[src/rtl/scan_pkg.sv]
// rtl/scan_pkg.sv - shared state encoding and counter sizing for the scan chain controller
package scan_pkg;

   typedef enum logic [2:0] {
      IDLE,
      SHIFT,
      CAPT,
      UNLOAD,
      DONE
   } scan_state_t;

   // Wide enough for the longest count held in any single state.
   function automatic int scan_cnt_w(input int chain_len, input int cap_cycles);
      return $clog2(chain_len + cap_cycles + 1);
   endfunction

endpackage

[src/rtl/scan_shift_buf.sv]
// rtl/scan_shift_buf.sv - parallel-load / serial-shift buffer, LSB leaves first
module scan_shift_buf #(
   parameter int CHAIN_LEN = 16
) (
   input  logic                 Clock,
   input  logic                 nReset,
   input  logic                 i_load,
   input  logic                 i_shift,
   input  logic [CHAIN_LEN-1:0] i_din,
   input  logic                 i_sin,
   output logic                 o_sout,
   output logic [CHAIN_LEN-1:0] o_q
);

   logic [CHAIN_LEN-1:0] r_buf;

   always_ff @(posedge Clock) begin
      if (!nReset) begin
         r_buf <= '0;
      end else if (i_load) begin
         r_buf <= i_din;
      end else if (i_shift) begin
         r_buf <= {i_sin, r_buf[CHAIN_LEN-1:1]};
      end
   end

   assign o_sout = r_buf[0];
   assign o_q    = r_buf;

endmodule

[src/rtl/scan_chain_ctrl.sv]
// rtl/scan_chain_ctrl.sv - scan chain load/capture/unload sequencer with registered scan enable
module scan_chain_ctrl
   import scan_pkg::*;
#(
   parameter int CHAIN_LEN  = 16,
   parameter int CAP_CYCLES = 1
) (
   input  logic                 Clock,
   input  logic                 nReset,
   input  logic                 Start,
   input  logic                 Capture,
   input  logic [CHAIN_LEN-1:0] ScanData,
   output logic [CHAIN_LEN-1:0] ScanOut,
   output logic                 Busy,
   output logic                 Done,
   output logic                 Test,
   output logic                 SDI,
   input  logic                 SDO
);

   localparam int                CNT_W      = scan_cnt_w(CHAIN_LEN, CAP_CYCLES);
   localparam logic [CNT_W-1:0]  LAST_SHIFT = CNT_W'(CHAIN_LEN - 1);
   localparam logic [CNT_W-1:0]  LAST_CAPT  = CNT_W'(CAP_CYCLES - 1);

   scan_state_t          r_state;
   logic [CNT_W-1:0]     r_cnt;
   logic                 r_capt_q;
   logic                 r_busy;
   logic                 r_done;
   logic                 r_test;
   logic [CHAIN_LEN-1:0] r_scan_out;

   logic                 w_load;
   logic                 w_shift;
   logic                 w_sout;
   logic [CHAIN_LEN-1:0] w_q;

   assign w_load  = (r_state == IDLE) && Start;
   assign w_shift = (r_state == SHIFT) || (r_state == UNLOAD);

   scan_shift_buf #(
      .CHAIN_LEN (CHAIN_LEN)
   ) u_buf (
      .Clock   (Clock),
      .nReset  (nReset),
      .i_load  (w_load),
      .i_shift (w_shift),
      .i_din   (ScanData),
      .i_sin   (SDO),
      .o_sout  (w_sout),
      .o_q     (w_q)
   );

   // The buffer keeps captured data after DONE, so SDI is gated to SHIFT only.
   assign SDI = (r_state == SHIFT) && w_sout;

   always_ff @(posedge Clock) begin
      if (!nReset) begin
         r_state    <= IDLE;
         r_cnt      <= '0;
         r_capt_q   <= 1'b0;
         r_busy     <= 1'b0;
         r_done     <= 1'b0;
         r_test     <= 1'b0;
         r_scan_out <= '0;
      end else begin
         r_done <= 1'b0;
         case (r_state)
            IDLE: begin
               if (Start) begin
                  r_cnt    <= '0;
                  r_capt_q <= Capture;
                  r_busy   <= 1'b1;
                  r_test   <= 1'b1;
                  r_state  <= SHIFT;
               end
            end
            SHIFT: begin
               if (r_cnt == LAST_SHIFT) begin
                  r_cnt  <= '0;
                  r_test <= 1'b0;
                  if (r_capt_q) begin
                     r_state <= CAPT;
                  end else begin
                     r_done  <= 1'b1;
                     r_state <= DONE;
                  end
               end else begin
                  r_cnt <= r_cnt + 1'b1;
               end
            end
            CAPT: begin
               if (r_cnt == LAST_CAPT) begin
                  r_cnt   <= '0;
                  r_test  <= 1'b1;
                  r_state <= UNLOAD;
               end else begin
                  r_cnt <= r_cnt + 1'b1;
               end
            end
            UNLOAD: begin
               if (r_cnt == LAST_SHIFT) begin
                  r_cnt   <= '0;
                  r_test  <= 1'b0;
                  r_done  <= 1'b1;
                  r_state <= DONE;
               end else begin
                  r_cnt <= r_cnt + 1'b1;
               end
            end
            DONE: begin
               r_scan_out <= w_q;
               r_busy     <= 1'b0;
               r_state    <= IDLE;
            end
            default: r_state <= IDLE;
         endcase
      end
   end

   assign ScanOut = r_scan_out;
   assign Busy    = r_busy;
   assign Done    = r_done;
   assign Test    = r_test;

endmodule

[config.mk]
export PLATFORM = sky130hd
export DESIGN_NAME = scan_chain_ctrl
export DESIGN_NICKNAME = d
export VERILOG_FILES = /design/src/rtl/scan_pkg.sv /design/src/rtl/scan_shift_buf.sv /design/src/rtl/scan_chain_ctrl.sv
export SDC_FILE = /design/constraint.sdc
export NUM_CORES = 1
export LEC_CHECK = 0
export BUFFER_PORTS_ARGS = -buffer_cell sky130_fd_sc_hd__buf_2
export CORE_ASPECT_RATIO = 1.5
export CORE_MARGIN = 8
export CORE_UTILIZATION = 35
export DETAILED_ROUTE_END_ITERATION = 10
export MAX_ROUTING_LAYER = met4
export PLACE_DENSITY = 0.65
export SYNTH_ARGS = -nofsm -noshare
export SYNTH_HDL_FRONTEND = slang
export SYNTH_SLANG_ARGS = --single-unit
[constraint.sdc]
create_clock -name Clock -period 1.7 [get_ports Clock]
set_input_delay 0.34 -clock Clock [delete_from_list [all_inputs] [get_ports Clock]]
set_output_delay 0.34 -clock Clock [all_outputs]
set_load 0.1 [all_outputs]
==> load_flow_metrics.sql, run 1 <==
INSERT INTO impl_metrics (metric_group, metric, value, unit) VALUES
('timing', 'period_minus_slack', '1.63', 'ns'),
('floorplan', 'floorplan.rows', '33', ''),
('clock_tree', 'cts.sink_count', '44', ''),
('critical_path', 'timing.critical_path.cells', 'ha_2 > nand3_1 > ha_1 > or4_1 > a31oi_1', ''),
('routing', 'dr.first_iter.drc_count', '99', ''),
('synth', 'cells_taking_the_most_area_after_synthesis', 'sky130_fd_sc_hd__dfxtp_1 (46%), sky130_fd_sc_hd__nand2_1 (11%), sky130_fd_sc_hd__a21oi_1 (7.1%)', ''),
('timing', 'fin_setup_tns', '0', 'ns'),
('cells_and_area', 'multi_input_comb_area', '935', 'um^2'),
('global_routing', 'grt_antenna_before_repair', '0', ''),
('pwr', 'total_power_draw', '0.00224', 'W'),
('critical_path', 'r2r_setup_slack', '0.07', 'ns'),
('routing', 'route.antenna.remaining_nets', '0', ''),
('job', 'maxCapViolCount', '0', ''),
('synth', 'postSynthRegisterBits', '44', ''),
('critical_path', 'critPathBufInv', '0', ''),
('cells_and_area', 'layout.filler_cells', '566', ''),
('critical_path', 'cp_slowest_cell', 'sky130_fd_sc_hd__or4_1', ''),
('timing', 'grt_setup_unrepaired', 'no', ''),
('critical_path', 'timing.reg2reg.worst_path_depth', '5', ''),
('critical_path', 'setup.worst_path.start', 'r_cnt[0]$_SDFFE_PN0P_', ''),
('clock_tree', 'h-tree-depth', '2', ''),
('cells_and_area', 'postLayoutCoreUtil', '43.7', '%'),
('global_routing', 'pin_count_of_the_biggest_net_entering_global_routing', '26', ''),
('timing', 'final-setup-viol-count', '0', ''),
('synth', 'postSynthAreaPerCell', '8.86', 'um^2'),
('clock_tree', 'cts-root-buf', 'sky130_fd_sc_hd__clkbuf_8', ''),
('critical_path', 'critPathCaptureType', 'register', ''),
('clock_tree', 'clock_tree_from_tritoncts', 'built', ''),
('cells_and_area', 'area_growth', '23.1', '%'),
('clock_tree', 'cts-buffers-inserted', '5', ''),
('critical_path', 'setup_crit_path_kind', 'reg2reg', ''),
('synth', 'synth-seq-area-share', '46.3', '%'),
('synth', 'synth_warnings', '0', ''),
('timing', 'layout_setup_ws', '0.0698', 'ns'),
('clock_tree', 'clk_lat_worst_skew', '0.30', 'ns'),
('critical_path', 'crit_path_start_kind', 'register', ''),
('critical_path', 'timing_endpoint_of_the_critical_path', 'r_cnt[4]$_SDFFE_PN0P_', ''),
('synth', 'synth.net_count', '239', ''),
('timing', 'tightestPinTransition', '0.499', 'ns'),
('timing', 'final.period_utilization', '95.9', '%'),
('cells_and_area', 'share_of_final_layout_standard_cells_stronger_than_drive_strength_1', '34.5', '%'),
('global_routing', 'first_global_vias', '1709', ''),
('global_routing', 'grt_usage', '12.0', '%'),
('global_routing', 'grt_pass1_wl', '7.85', 'mm'),
('pwr', 'power_density', '956', 'nW/um^2'),
('placed_design', 'dp_worst_setup_slack', '0.0146', 'ns'),
('critical_path', 'worst-endpoint-required', '1.93', 'ns'),
('outcome', 'status', 'completed', ''),
('timing', 'final-max-slew-violation-count', '0', ''),
('cells_and_area', 'insertedDiodeCount', '0', ''),
('critical_path', 'crit-reg2reg-capture', 'r_cnt[4]$_SDFFE_PN0P_', ''),
('timing', 'relSlewSlack', '67.0', '%'),
('routing', 'wl', '4.57', 'mm'),
('routing', 'vias', '1644', ''),
('pwr', 'vdd.ir_drop.worst', '0.455', 'mV'),
('synth', 'synth_edf_count', '0', ''),
('placed_design', 'detailed_place_hpwl', '3.26', 'mm'),
('synth', 'postSynth.topFlopCell', 'sky130_fd_sc_hd__dfxtp_1', ''),
('synth', 'syn-instance-count', '215', ''),
('floorplan', 'die_h', '106', 'um'),
('critical_path', 'reg_to_reg_start', 'r_cnt[0]$_SDFFE_PN0P_', ''),
('critical_path', 'path_max_fanout', '5', ''),
('routing', 'drt-wirelength-per-cell', '13.8', 'um'),
('hold_path', 'hold_path.class', 'in2reg', ''),
('placed_design', 'io_buffer_count', '40', ''),
('synth', 'postSynth.asyncResetShare', '0', '%'),
('synth', 'netlist.area_leader.share', '46.3', '%'),
('clock_tree', 'cts_max_path_buffers', '2', ''),
('routing', '1st_pass_router_iterations', '4', ''),
('critical_path', 'cp.arrival', '1.86', 'ns'),
('global_routing', 'grt.overflow.total', '0', '');
-- power by group --
| part | leakage (nW) | internal [W] | switching (W) |
|---|---|---|---|
| Sequential | 0.360 | 0.00107 | 0.0000418 |
| Combinational | 0.477 | 0.000121 | 0.000183 |
| Clock | 0.0548 | 0.000443 | 0.000380 |
-- tightest hold or removal path: cells and delay by family --
family	cells	cell delay, ns
buffers and inverters	1	0.08
muxes	1	0.05
and+or+nand+nor	1	0.07
-- cells by family (layout without fill, tap and decap cells) --
group	after synthesis	after routing	synth area share [%]
mux	3	3	1.64
compound gates	62	62	23.7
simple gates	85	85	21.4
buf+inv	18	64	5.06
flops	44	44	46.3
fa+ha+maj	3	3	1.97
-- final cells by class --
class / instances / area share, %
flip-flops and latches: 44 / 38.0
inverters: 5 / 0.800
well taps: 70 / 3.74
clock inverters: 3 / 1.97
multi-input cells: 153 / 39.9
repair buffers: 51 / 12.7
clock buffers: 5 / 2.93
-- worst min path at each step --
stage                              startpoint                   endpoint  slack (ns)  cells past startpoint
global placement      ScanOut[3]$_SDFFE_PN0P_    ScanOut[3]$_SDFFE_PN0P_        0.44                      2
CTS                                   Capture      r_capt_q$_SDFFE_PN0P_        0.28                      3
detailed placement    ScanOut[4]$_SDFFE_PN0P_    ScanOut[4]$_SDFFE_PN0P_        0.45                      2
finish                                Capture      r_capt_q$_SDFFE_PN0P_        0.29                      3
floorplan           u_buf.o_q[1]$_SDFFE_PN0P_    ScanOut[1]$_SDFFE_PN0P_        0.44                      2
global route                      ScanData[8]  u_buf.o_q[8]$_SDFFE_PN0P_        0.30                      3
-- placed cells by master (no fill, tap or decap), types with 2 or more instances in the layout --
cell	count
sky130_fd_sc_hd__dfxtp_2	2
sky130_fd_sc_hd__a21oi_1	27
sky130_fd_sc_hd__o21ai_0	2
sky130_fd_sc_hd__a211oi_1	2
sky130_fd_sc_hd__buf_2	39
sky130_fd_sc_hd__or3_1	2
sky130_fd_sc_hd__nor3_1	2
sky130_fd_sc_hd__dfxtp_1	40
sky130_fd_sc_hd__a22oi_1	7
sky130_fd_sc_hd__ha_1	2
sky130_fd_sc_hd__nand2_1	54
sky130_fd_sc_hd__a21oi_2	9
sky130_fd_sc_hd__mux2i_1	2
sky130_fd_sc_hd__clkbuf_8	5
sky130_fd_sc_hd__a22oi_2	9
sky130_fd_sc_hd__nand3_1	3
sky130_fd_sc_hd__inv_1	5
sky130_fd_sc_hd__o32ai_1	2
sky130_fd_sc_hd__a31oi_1	2
sky130_fd_sc_hd__dfxtp_4	2
sky130_fd_sc_hd__nor2_1	11
sky130_fd_sc_hd__buf_4	11
-- layer usage --
| metal | track usage (%) | vias to the layer above | share of wire, % |
|---|---|---|---|
| met2 | 20.0 | 46 | 49 |
| met5 | - | - | 0 |
| li1 | - | 833 | - |
| met3 | 2.79 | 14 | 4.8 |
| met4 | 7.87 | 0 | 3.7 |
| met1 | 12.4 | 751 | 42 |
-- synthesized netlist by cell type, types with 3 or more instances --
cell type and number:
sky130_fd_sc_hd__nand2_1 54, sky130_fd_sc_hd__inv_1 5, sky130_fd_sc_hd__a21oi_1 27, sky130_fd_sc_hd__clkbuf_1 3
sky130_fd_sc_hd__a22oi_1 7, sky130_fd_sc_hd__nor2_1 11, sky130_fd_sc_hd__a22oi_2 9, sky130_fd_sc_hd__nand3_1 3
sky130_fd_sc_hd__dfxtp_1 44, sky130_fd_sc_hd__buf_2 5, sky130_fd_sc_hd__ha_1 3, sky130_fd_sc_hd__a21oi_2 9
-- flip-flops by register name, summed over array words and instances (netlist names) --
name	count
ScanOut	16
u_buf.o_q	16
r_cnt	5
r_state	3
Busy	1
Done	1
Test	1
r_capt_q	1
-- through the flow --
step	instance area (um^2)	cells	hold slack, ns
after CTS	2340	331	0.280
after detailed placement	2210	322	0.445
after floorplan	1920	215	0.442
after global placement	2210	322	0.440
after global routing	2340	331	0.304
final	2340	331	0.285
-- timing repair --
item / 4_1_cts / 5_1_grt
endpoints found under the setup margin: 2 / 3
buffers inserted: 1 / 0
hold buffers: 0 / 0
gates resized for setup: 3 / 4
Note: power is estimated with default switching activity, not from simulation.
==> run 2: changes to the inputs <==
--- a/config.mk
+++ b/config.mk
@@ -10,7 +10,6 @@
 export CORE_MARGIN = 8
 export CORE_UTILIZATION = 35
 export DETAILED_ROUTE_END_ITERATION = 10
-export MAX_ROUTING_LAYER = met4
 export PLACE_DENSITY = 0.65
 export SYNTH_ARGS = -nofsm -noshare
 export SYNTH_HDL_FRONTEND = slang
==> run 2 against run 1 <==
  * Clock skew increased by 0.0010 ns
  * Critical path type unchanged
  * Highest routed layer unchanged
  * Largest power group unchanged
  * Core utilization fell by 0.14 points
  * Power shrank 7.5%
  * Critical path depth grew 1
==> load_flow_metrics.sql, run 2 (synthesis gave the netlist of run 1 again) <==
INSERT INTO impl_metrics (metric_group, metric, value, unit) VALUES
('placed_design', 'io_buffer_count', '40', ''),
('floorplan', 'floorplan.die.width', '76.2', 'um'),
('routing', 'drt-wirelength-per-cell', '13.6', 'um'),
('critical_path', 'worst-endpoint-required', '1.87', 'ns'),
('timing', 'fmax', '617', 'MHz'),
('clock_tree', 'clock_tree_from_tritoncts', 'built', ''),
('placed_design', 'dp.cells', '323', ''),
('routing', '1st_pass_router_iterations', '4', ''),
('floorplan', 'die_area', '8110', 'um^2'),
('critical_path', 'r2r_setup_slack', '0.08', 'ns'),
('clock_tree', 'cts_max_path_buffers', '2', ''),
('pwr', 'leakage', '0.887', 'nW'),
('cells_and_area', 'finalNonFillerCells', '332', ''),
('cells_and_area', 'mostFrequentLayoutCells', 'sky130_fd_sc_hd__nand2_1 (54), sky130_fd_sc_hd__dfxtp_1 (40), sky130_fd_sc_hd__buf_2 (39)', ''),
('floorplan', 'die_h', '106', 'um'),
('outcome', 'status', 'completed', ''),
('routing', 'detail_route.vias_per_cell', '4.99', ''),
('floorplan', 'floorplan.rows', '33', ''),
('routing', 'dr.first_iter.drc_count', '84', ''),
('global_routing', 'grt_pass1_wl', '7.47', 'mm'),
('timing', 'period_minus_slack', '1.62', 'ns'),
('timing', 'final.period_utilization', '95.3', '%'),
('hold_path', 'hold-path-cell-count', '3', ''),
('clock_tree', 'h-tree-depth', '2', ''),
('cells_and_area', 'area_growth', '22.7', '%'),
('pwr', 'total_power_draw', '0.00207', 'W'),
('global_routing', 'grt_usage', '11.2', '%'),
('routing', 'drc_errors', '0', ''),
('routing', 'vias', '1657', ''),
('hold_path', 'hold_path.class', 'in2reg', ''),
('cells_and_area', 'share_of_final_layout_standard_cells_stronger_than_drive_strength_1', '34.4', '%'),
('global_routing', 'first_global_vias', '1651', ''),
('critical_path', 'timing.reg2reg.worst_path_depth', '6', ''),
('global_routing', 'grt.overflow.total', '0', ''),
('job', 'maxCapViolCount', '0', ''),
('placed_design', 'place_congestion', '0.858', ''),
('clock_tree', 'cts-buffers-inserted', '5', ''),
('pwr', 'vdd.ir_drop.worst', '0.471', 'mV'),
('clock_tree', 'clk_lat_worst_skew', '0.30', 'ns'),
('cells_and_area', 'final_common_cell', 'sky130_fd_sc_hd__nand2_1', ''),
('placed_design', 'detailed_place_hpwl', '3.23', 'mm'),
('cells_and_area', 'insertedDiodeCount', '0', ''),
('timing', 'relSlewSlack', '67.1', '%'),
('clock_tree', 'cts.sink_count', '44', ''),
('timing', 'clock_tree_skew_after_final_layout', '0.00993', 'ns'),
('critical_path', 'cp.arrival', '1.79', 'ns'),
('clock_tree', 'clk_pin_slew', '0.09', 'ns'),
('routing', 'route.antenna.remaining_nets', '0', ''),
('floorplan', 'floorplan.core_area', '5370', 'um^2'),
('critical_path', 'path_max_fanout', '5', ''),
('floorplan', 'design.portCount', '41', ''),
('clock_tree', 'cts-root-buf', 'sky130_fd_sc_hd__clkbuf_8', ''),
('floorplan', 'start_util', '35.5', '%'),
('timing', 'final-hold-violation-count', '0', ''),
('global_routing', 'pin_count_of_the_biggest_net_entering_global_routing', '19', ''),
('cells_and_area', 'multi_input_comb_area', '950', 'um^2'),
('timing', 'tightestPinTransition', '0.497', 'ns'),
('cells_and_area', 'finish.net_count', '285', ''),
('critical_path', 'crit_path_start_kind', 'register', ''),
('critical_path', 'setup_crit_path_kind', 'reg2reg', ''),
('routing', 'wl', '4.52', 'mm'),
('global_routing', 'grt_antenna_before_repair', '0', ''),
('cells_and_area', 'layout.filler_cells', '567', ''),
('timing', 'final-max-slew-violation-count', '0', ''),
('pwr', 'power_density', '887', 'nW/um^2'),
('timing', 'final-setup-viol-count', '0', ''),
('cells_and_area', 'regArea', '891', 'um^2'),
('critical_path', 'critPathCaptureType', 'register', '');
## run 2: worst max-delay path: stages, from the launching register on
cell and delay, ns:
sky130_fd_sc_hd__dfxtp_4 0.37, sky130_fd_sc_hd__inv_1 0.06, sky130_fd_sc_hd__ha_1 0.13, sky130_fd_sc_hd__or4b_4 0.48, sky130_fd_sc_hd__a31oi_2 0.24, sky130_fd_sc_hd__o21a_1 0.15, sky130_fd_sc_hd__o32ai_1 0.07
## run 2: through the flow
step | setup TNS (ns) | worst slack [ns] | utilization, % | cell area, um^2 | hold slack [ns]
after global routing | -0.0112 | -0.0112 | 43.5 | 2340 | 0.302
after floorplan | 0 | 0.00805 | - | 1920 | 0.442
final | 0 | 0.0795 | 43.5 | 2340 | 0.278
after detailed placement | 0 | 0.00866 | 41.3 | 2220 | 0.443
after CTS | 0 | 0.00775 | 43.1 | 2310 | 0.276
after global placement | 0 | 0.0665 | 41.3 | 2220 | 0.439
## run 2: path summary, 6_finish.rpt
path | startpoint | to
worst max-delay path | r_cnt[0]$_SDFFE_PN0P_ | r_cnt[2]$_SDFFE_PN0P_
worst min-delay path | Capture | r_capt_q$_SDFFE_PN0P_
worst max register to register | r_cnt[0]$_SDFFE_PN0P_ | r_cnt[2]$_SDFFE_PN0P_
worst min register to register | ScanOut[8]$_SDFFE_PN0P_ | ScanOut[8]$_SDFFE_PN0P_
## run 2: what timing repair did
action,CTS,global route
gates resized for setup,2,6
hold buffers,0,0
setup endpoints to repair,2,3
buffers inserted,1,0
## run 2: per-layer routing
| metal | global-route usage [%] | wire length [um] | vias to the layer above |
|---|---|---|---|
| li1 | - | - | 835 |
| met1 | 11.9 | 1870 | 767 |
| met2 | 19.4 | 2320 | 44 |
| met3 | 2.87 | 200 | 11 |
| met4 | 7.18 | 140 | 0 |
| met5 | 0 | 0 | - |
## run 2: layout make-up
cell class / instances / share of cell area, %
Multi-Input combinational cell: 153 / 40.6
Sequential cell: 44 / 38.1
Timing Repair Buffer: 52 / 13.1
Tap cell: 70 / 3.75
Clock buffer: 7 / 3.27
Inverter: 5 / 0.803
Clock inverter: 1 / 0.375
## run 2: report_power, final
group	leakage [nW]	switching [W]	internal, W
Sequential	0.360	0.0000423	0.00107
Clock	0.0424	0.000356	0.000294
Combinational	0.484	0.000184	0.000122
Total	0.887	0.000583	0.00149
